<file path="src/rtl/add_share_pkg.sv">
// Shared types for the time-shared adder scheduler: FSM state encoding and requester id width.
package add_share_pkg;
    typedef enum logic {
        IDLE = 1'b0,
        RESP = 1'b1
    } state_t;

    localparam int REQ_ID_W = 1;
endpackage

</file>
<file path="src/rtl/add_share_rr_arb.sv">
// Two-way round-robin grant: a lone valid wins outright, a tie goes to the requester
// that did not win last time.
module add_share_rr_arb (
    input  logic [1:0] valid_i,
    input  logic       rr_last_i,
    output logic [1:0] grant_o
);
    always_comb begin
        grant_o = 2'b00;
        unique case (valid_i)
            2'b01:   grant_o = 2'b01;
            2'b10:   grant_o = 2'b10;
            2'b11:   grant_o = rr_last_i ? 2'b01 : 2'b10;
            default: grant_o = 2'b00;
        endcase
    end
endmodule

</file>
<file path="src/rtl/add_share_sched.sv">
// One WIDTH-bit adder shared by two valid/ready requesters, one transaction in flight.
// Build option ADD_SHARE_SCHED_STATS_EN adds saturating per-requester grant counters.
module add_share_sched
    import add_share_pkg::*;
#(
    parameter int WIDTH = 8,
    parameter int CNT_W = 8
) (
    input  logic             clk,
    input  logic             rst_n,
    input  logic             req0_valid,
    output logic             req0_ready,
    input  logic [WIDTH-1:0] req0_a,
    input  logic [WIDTH-1:0] req0_b,
    input  logic             req1_valid,
    output logic             req1_ready,
    input  logic [WIDTH-1:0] req1_a,
    input  logic [WIDTH-1:0] req1_b,
    output logic             res_valid,
    input  logic             res_ready,
    output logic [WIDTH-1:0] res_sum,
    output logic             res_carry,
    output logic             res_id,
    output logic [CNT_W-1:0] cnt0,
    output logic [CNT_W-1:0] cnt1,
    output state_t           dbg_state
);
    // Handshake: a side transfers in a cycle where its valid and ready are both high at the
    // rising edge; ready may depend on valid, and result outputs hold while res_valid&~res_ready.
    state_t                state_q, state_d;
    logic                  rr_last_q, rr_last_d;
    logic [WIDTH-1:0]      sum_q, sum_d;
    logic                  carry_q, carry_d;
    logic [REQ_ID_W-1:0]   id_q, id_d;
    logic [1:0]            arb_grant;
    logic [1:0]            grant;

    add_share_rr_arb u_arb (
        .valid_i   ({req1_valid, req0_valid}),
        .rr_last_i (rr_last_q),
        .grant_o   (arb_grant)
    );

    // Grants only exist in IDLE and never while reset is asserted.
    assign grant      = (state_q == IDLE && rst_n) ? arb_grant : 2'b00;
    assign req0_ready = grant[0];
    assign req1_ready = grant[1];

    always_comb begin
        state_d   = state_q;
        rr_last_d = rr_last_q;
        sum_d     = sum_q;
        carry_d   = carry_q;
        id_d      = id_q;
        unique case (state_q)
            IDLE: begin
                if (grant[1]) begin
                    {carry_d, sum_d} = {1'b0, req1_a} + {1'b0, req1_b};
                    id_d      = 1'b1;
                    rr_last_d = 1'b1;
                    state_d   = RESP;
                end else if (grant[0]) begin
                    {carry_d, sum_d} = {1'b0, req0_a} + {1'b0, req0_b};
                    id_d      = 1'b0;
                    rr_last_d = 1'b0;
                    state_d   = RESP;
                end
            end
            RESP: begin
                if (res_ready) state_d = IDLE;
            end
            default: state_d = IDLE;
        endcase
    end

    always_ff @(posedge clk) begin
        if (!rst_n) begin
            state_q   <= IDLE;
            rr_last_q <= 1'b1;
            sum_q     <= '0;
            carry_q   <= 1'b0;
            id_q      <= '0;
        end else begin
            state_q   <= state_d;
            rr_last_q <= rr_last_d;
            sum_q     <= sum_d;
            carry_q   <= carry_d;
            id_q      <= id_d;
        end
    end

    assign res_valid = (state_q == RESP);
    assign res_sum   = sum_q;
    assign res_carry = carry_q;
    assign res_id    = id_q;
    assign dbg_state = state_q;

`ifdef ADD_SHARE_SCHED_STATS_EN
    localparam logic [CNT_W-1:0] CNT_MAX = '1;
    localparam logic [CNT_W-1:0] CNT_ONE = {{(CNT_W-1){1'b0}}, 1'b1};
    logic [CNT_W-1:0] cnt0_q, cnt1_q;

    always_ff @(posedge clk) begin
        if (!rst_n) begin
            cnt0_q <= '0;
            cnt1_q <= '0;
        end else begin
            if (grant[0] && cnt0_q != CNT_MAX) cnt0_q <= cnt0_q + CNT_ONE;
            if (grant[1] && cnt1_q != CNT_MAX) cnt1_q <= cnt1_q + CNT_ONE;
        end
    end

    assign cnt0 = cnt0_q;
    assign cnt1 = cnt1_q;
`else
    assign cnt0 = '0;
    assign cnt1 = '0;
`endif
endmodule

</file>
<file path="config.mk">
export PLATFORM = sky130hd
export DESIGN_NAME = add_share_sched
export DESIGN_NICKNAME = d
export VERILOG_FILES = /design/src/rtl/add_share_pkg.sv /design/src/rtl/add_share_rr_arb.sv /design/src/rtl/add_share_sched.sv
export SDC_FILE = /design/constraint.sdc
export NUM_CORES = 1
export LEC_CHECK = 0
export ABC_AREA = 1
export CORE_MARGIN = 1
export CORE_UTILIZATION = 30
export CTS_CLUSTER_SIZE = 16
export DETAILED_ROUTE_END_ITERATION = 8
export GPL_ROUTABILITY_DRIVEN = 0
export PLACE_DENSITY_LB_ADDON = 0.3
export SLEW_MARGIN = 20
export SYNTH_ARGS = -nofsm -noshare
export SYNTH_HDL_FRONTEND = slang
export SYNTH_SLANG_ARGS = --single-unit
</file>
<file path="constraint.sdc">
create_clock -name clk -period 1.6 [get_ports clk]
set_input_delay 0.32 -clock clk [delete_from_list [all_inputs] [get_ports clk]]
set_output_delay 0.32 -clock clk [all_outputs]
set_load 0.1 [all_outputs]
</file>
==> results of run 1 <==
[layout by cell type, fill, tap and decap left out, types with 5 or more instances in the layout]
master | synthesis | routed
nand2_1 | 64 | 57
inv_1 | 40 | 34
buf_4 | 17 | 29
dlymetal6s2s_1 | 0 | 20
nand3_1 | 20 | 19
nor2_1 | 18 | 18
conb_1 | 1 | 16
buf_12 | 0 | 14
ha_4 | 0 | 11
dfxtp_1 | 12 | 11
nand2_2 | 2 | 9
inv_2 | 1 | 7
o21ai_0 | 7 | 7
dlygate4sd2_1 | 0 | 6
a21oi_1 | 6 | 5
clkdlybuf4s50_1 | 0 | 5
[per-stage QoR]
step | utilization [%] | TNS [ns]
floorplan | - | -0.5820
finish | 56.81 | 0
global route | 56.81 | -0.0003817
detailed placement | 49.92 | -3.516
global placement | 49.92 | -3.183
CTS | 52.47 | 0
[worst paths after layout]
path / startpoint / end / slack, ns / cells after the start
worst max-delay path: dbg_state / req0_ready / 0.06 / 6
worst min-delay path: res_sum[2] / res_sum[2] / 0.52 / 2
worst max register to register: dbg_state / res_sum[3] / 0.22 / 10
worst min register to register: res_sum[2] / res_sum[2] / 0.52 / 2
[kinds of logic after synthesis]
group,Yosys count
simple gates,116
buf+inv,61
compound gates,24
fa+ha+maj,18
flops,12
other cells,1
[registers in the layout, summed over array words and instances (netlist names)]
| register | cells |
|---|---|
| dbg_state | 1 |
| res_sum | 8 |
| res_carry | 1 |
| res_id | 1 |
| rr_last_q | 1 |
[area by class of cell]
type                    instances  area, um2
fillers                       427       1946
multi-input cells             174       1149
repair buffers                 80      892.1
flip-flops and latches         12      244.0
inverters                      41      153.9
well taps                      52      65.06
clock buffers                   4      55.05
[per-layer routing]
layer / share of wire (%) / wire length, um / vias up
met5: 0 / 0 / -
met4: 0.45 / 18 / 0
met3: 4.7 / 186 / 2
met2: 49 / 1922 / 41
met1: 46 / 1832 / 708
li1: - / - / 853
[critical path, delay by kind of cell, from the launching register on]
kind	cells	cell delay, ns
AO/OA/AOI/OAI	1	0.17
buffers and inverters	3	0.34
AND/OR/NAND/NOR	2	0.12
flip-flops	1	0.36
[report_power, final]
group          leakage, nW  internal (mW)  switching, mW
logic                 1.30          0.428          0.704
registers           0.0999          0.331         0.0325
clock network       0.0288          0.218          0.120
total                 1.43          0.976          0.856
[what timing repair did]
action                                  CTS  global route
hold endpoints to repair                  0             0
resized for setup                        27            45
endpoints found under the setup margin    9             6
setup buffers                             3             3
pin swaps                                16            32
gates cloned                              0             0
==> qor.yml, run 1 <==
synthesis:
  avgSynthCellArea_um2: 6.283
  ys_warn_count: 0
  synth.most_common_cell: "nand2_1"
  synth_top_family_by_area: "simple AND/OR/NAND/NOR gates"
  async_flop_share_pct: 0
  yosys-top-cells-count: "64 x nand2_1, 40 x inv_1, 20 x nand3_1"
  seq_area_frac_synth_pct: 16.48
  synthDistinctLibCells: 30
  synth_edf_count: 0
  yosys.area_share.adder_pct: 16.48
  ys_ff_latch: 12
  synth_xor_area_share_pct: 0
  yosys.area_share.simple_pct: 34.85
  synth_compound_area_share_pct: 10.73
  netlist.area_leader.share_pct: 16.48
  synth_mux_area_share_pct: 0
  syn_area_mm2: 0.001458
  ys_top_cells_by_area: "dfxtp_1 16%, nand2_1 16%, ha_1 14%"
  synth_flop_cell: "dfxtp_1"
  synth.largest_area_cell: "dfxtp_1"
  synthCells: 232
sta:
  setup_viol: 0
  setup_ws_ns: 0.05849
  hold_ws_ns: 0.5161
  slew_violations: 0
  finalCritPeriodShare_pct: 96.34
  fin_skew_ns: 0.001023
  max_freq_mhz: 648.7
  hold_viol: 0
  fin_crit_ns: 1.542
critical_path:
  crit_type: "flop to primary output"
  crit_path_cell_trace: "inv_2, nand2_2, inv_2, nand2_4, a21oi_4, buf_12"
  cp_slowest_cell: "dfxtp_4"
  crit_path_frequent_cell: "inv_2"
  critPathArrivalTime_ns: 1.22
  critical_path.max_fanout: 3
  slowest_delay_ns: 0.36
  required_ns: 1.28
  cp-start-kind: "flop"
  crit_path_end_kind: "primary output"
clocking:
  path_clk_slew_ns: 0.06
  htree_levels: 1
  clk_latency_ns: 0.24
  cts_buffers: 3
  cts_tree: "built"
  cts_buffer_depth: 2
  hold_buffers: 0
  cts_root_buffer: "clkbuf_8"
  cts_sinks: 12
routing:
  drcViolationCount: 0
  vias: 1604
  ant_nets: 0
  drt_iter0_drc: 42
  via_per_inst: 4.419
  dr.pass1.iters: 4
  wirelength_um: 3959
  wire_per_inst_um: 10.91
power_and_ir_drop:
  p_per_area_mw_per_mm2: 716.1
  total_power_mw: 1.832
  vdd_ir_drop_max_mv: 0.3778
  p_leak_nw: 1.430
floorplanning:
  die_x_um: 71.71
  std_cell_rows: 24
  ios: 67
  core_mm2: 0.004504
  start_util_pct: 32.36
  die_area_mm2: 0.005142
  chipHeight_um: 71.71
global_route:
  globalRouteMet2Util_pct: 26.21
  global_route.usage.met3_pct: 3.657
  grt_pass1_wl_um: 6258
  grt-ovfl-total: 0
  grtUsageTotal_pct: 15.11
  grt-busiest-layer: "met2"
  antenna_found_initial: 0
  grt_pass1_vias: 1484
  grt_max_degree: 12
  grtUsageMet1_pct: 19.39
finish:
  instances_no_fill: 363
  final_area_mm2: 0.002559
  nets: 367
  syn2layout_area_growth_pct: 75.54
  antenna_cells: 0
  drive_above_1_share_pct: 30.23
placed_design:
  dp_hpwl_um: 3015
  dp.cells: 353
  pre_cts_slack_ns: -0.5501
  placed_area_mm2: 0.002248
  io_buffers: 50
run:
  drv_cap: 0
status:
  status: "complete, no violations"
worst_hold_path:
  hold_path.class: "flop to flop"
(Power assumes the default switching activity.)
==> run 2: changes to the inputs <==
--- a/config.mk
+++ b/config.mk
@@ -8,7 +8,7 @@
 export ABC_AREA = 1
 export CORE_MARGIN = 1
 export CORE_UTILIZATION = 30
-export CTS_CLUSTER_SIZE = 16
+export CTS_CLUSTER_SIZE = 40
 export DETAILED_ROUTE_END_ITERATION = 8
 export GPL_ROUTABILITY_DRIVEN = 0
 export PLACE_DENSITY_LB_ADDON = 0.3
==> results of run 2 <==
The final DEF is identical to that of run 1; final timing and power are the same.
==> run 3: changes to the inputs <==
--- a/config.mk
+++ b/config.mk
@@ -10,8 +10,8 @@
 export CORE_UTILIZATION = 30
 export CTS_CLUSTER_SIZE = 40
 export DETAILED_ROUTE_END_ITERATION = 8
-export GPL_ROUTABILITY_DRIVEN = 0
-export PLACE_DENSITY_LB_ADDON = 0.3
+export GPL_ROUTABILITY_DRIVEN = 1
+export PLACE_DENSITY_LB_ADDON = 0.2
 export SLEW_MARGIN = 20
 export SYNTH_ARGS = -nofsm -noshare
 export SYNTH_HDL_FRONTEND = slang
==> qor.yml, run 3 (synthesized netlist as in run 1, its figures left out) <==
sta:
  finalCritPeriodShare_pct: 97.38  # was 96.34%
  setup_ws_ns: 0.04195  # was 0.05849 ns
  fin_crit_ns: 1.558  # was 1.542 ns
  hold_ws_ns: 0.5071  # was 0.5161 ns
  hold_viol: 0  # unchanged
  slew_violations: 0  # unchanged
  finalSetupTns_ns: 0  # unchanged
  setup_viol: 0  # unchanged
  fin_skew_ns: 0.002406  # was 0.001023 ns
  max_freq_mhz: 641.8  # was 648.7 MHz
routing:
  via_per_inst: 4.409  # was 4.419
  dr.pass1.iters: 6  # was 4
  wirelength_um: 3942  # was 3959 um
  drt_iter0_drc: 51  # was 42
  drcViolationCount: 0  # unchanged
  wire_per_inst_um: 10.89  # was 10.91 um
  vias: 1596  # was 1604
  ant_nets: 0  # unchanged
global_route:
  grt_pass1_wl_um: 5851  # was 6258 um
  grt_max_degree: 13  # was 12
  grt-ovfl-total: 0  # unchanged
  antenna_found_initial: 0  # unchanged
  grtUsageTotal_pct: 14.18  # was 15.11%
  grt_pass1_vias: 1395  # was 1484
critical_path:
  required_ns: 1.28  # about the same
  crit_path_frequent_cell: "inv_2"  # unchanged
  crit_path_end_kind: "primary output"  # unchanged
  cp_slowest_cell: "dfxtp_4"  # unchanged
  critical_path.max_fanout: 3  # unchanged
  slowest_delay_ns: 0.36  # about the same
  crit_path_cell_trace: "inv_2, nand2_2, inv_2, nand2_4, a21oi_4, buf_12"  # unchanged
  crit_type: "flop to primary output"  # unchanged
  critPathArrivalTime_ns: 1.24  # was 1.22 ns
  cp-start-kind: "flop"  # unchanged
placed_design:
  io_buffers: 50  # unchanged
  gp_congestion: 0.8300
  pre_cts_slack_ns: -0.5503  # was -0.5501 ns
  dp_hpwl_um: 2901  # was 3015 um
  dp.cells: 353  # unchanged
  placed_area_mm2: 0.002261  # was 0.002248 mm2
floorplanning:
  start_util_pct: 32.36  # unchanged
  ios: 67  # unchanged
  std_cell_rows: 24  # unchanged
  chipHeight_um: 71.71  # unchanged
  core_mm2: 0.004504  # unchanged
  die_x_um: 71.71  # unchanged
  die_area_mm2: 0.005142  # unchanged
finish:
  drive_above_1_share_pct: 33.55  # was 30.23%
  postLayoutCoreUtil_pct: 57.58  # was 56.81%
  final_area_mm2: 0.002594  # was 0.002559 mm2
  syn2layout_area_growth_pct: 77.94  # was 75.54%
  layout.cells.most_common: "nand2_1"  # unchanged
  instances_no_fill: 362  # was 363
  largest_reg_flops: 8  # unchanged
  nets: 366  # was 367
  antenna_cells: 0  # unchanged
  mostFrequentLayoutCells: "54 x nand2_1, 31 x inv_1, 28 x buf_4, 21 x dlymetal6s2s_1, 17 x nor2_1"  # was 57 x nand2_1, 34 x inv_1, 29 x buf_4, 20 x dlymetal6s2s_1, 19 x nand3_1
clocking:
  cts_tree: "built"  # unchanged
  cts_buffers: 3  # unchanged
  clk_latency_ns: 0.24  # about the same
  cts_buffer_depth: 2  # unchanged
  path_clk_slew_ns: 0.06  # about the same
  hold_buffers: 0  # unchanged
  htree_levels: 1  # unchanged
  cts_root_buffer: "clkbuf_8"  # unchanged
  cts_sinks: 12  # unchanged
worst_hold_path:
  hold_path.class: "flop to flop"  # unchanged
power_and_ir_drop:
  p_leak_nw: 1.436  # was 1.430 nW
  vdd_ir_drop_max_mv: 0.4597  # was 0.3778 mV
  total_power_mw: 1.835  # was 1.832 mW
  p_per_area_mw_per_mm2: 707.3  # was 716.1 mW/mm2
run:
  drv_cap: 0  # unchanged
status:
  status: "complete, no violations"  # unchanged
==> run 3: changes by cell type in the layout (fill, tap and decap cells not counted), moves of 3 or more <==
cell	before	now
nand3_1	19	16
inv_2	7	10
nand3_2	1	4
nand2_2	9	12
inv_1	34	31
nand2_1	57	54
==> run 3: final timing paths <==
path,from,to,slack [ns],cells after the start
setup / recovery,dbg_state,req0_ready,0.04,6
hold / removal,res_id,res_id,0.51,2
setup reg to reg,dbg_state,res_sum[3],0.19,10
hold reg to reg,res_id,res_id,0.51,2
==> run 3: layout make-up <==
class	count	area, um2
Inverter	41	153.9
Clock buffer	4	55.05
Multi-Input combinational cell	174	1184
Tap cell	52	65.06
Timing Repair Buffer	79	892.1
Sequential cell	12	244.0
Fill cell	435	1911
==> run 3: worst max-delay path: cells and delay by family, from the launching register on <==
kind,cells,cell delay [ns]
AOI/OAI and AO/OA,1,0.18
DFF,1,0.36
and+or+nand+nor,2,0.11
buffers and inverters,3,0.35
==> run 3: repair_timing <==
item,4_1_cts,5_1_grt
resized for setup,29,56
cloned,0,0
endpoints found under the setup margin,9,6
endpoints found under the hold margin,0,0
pin swaps,14,36
buffers inserted,3,2
==> run 3: metal layers <==
layer,vias to the layer above,global-route usage (%),wire length [um]
met4,0,1.743,11
met2,48,24.84,1940
met5,-,0,0
met1,691,18.12,1821
li1,855,-,-
met3,2,3.376,168
==> run 3: power by group <==
group	total (mW)	internal, mW	switching (mW)
combinational	1.14	0.430	0.711
clock	0.331	0.217	0.113
sequential	0.363	0.331	0.0321
total	1.83	0.978	0.856
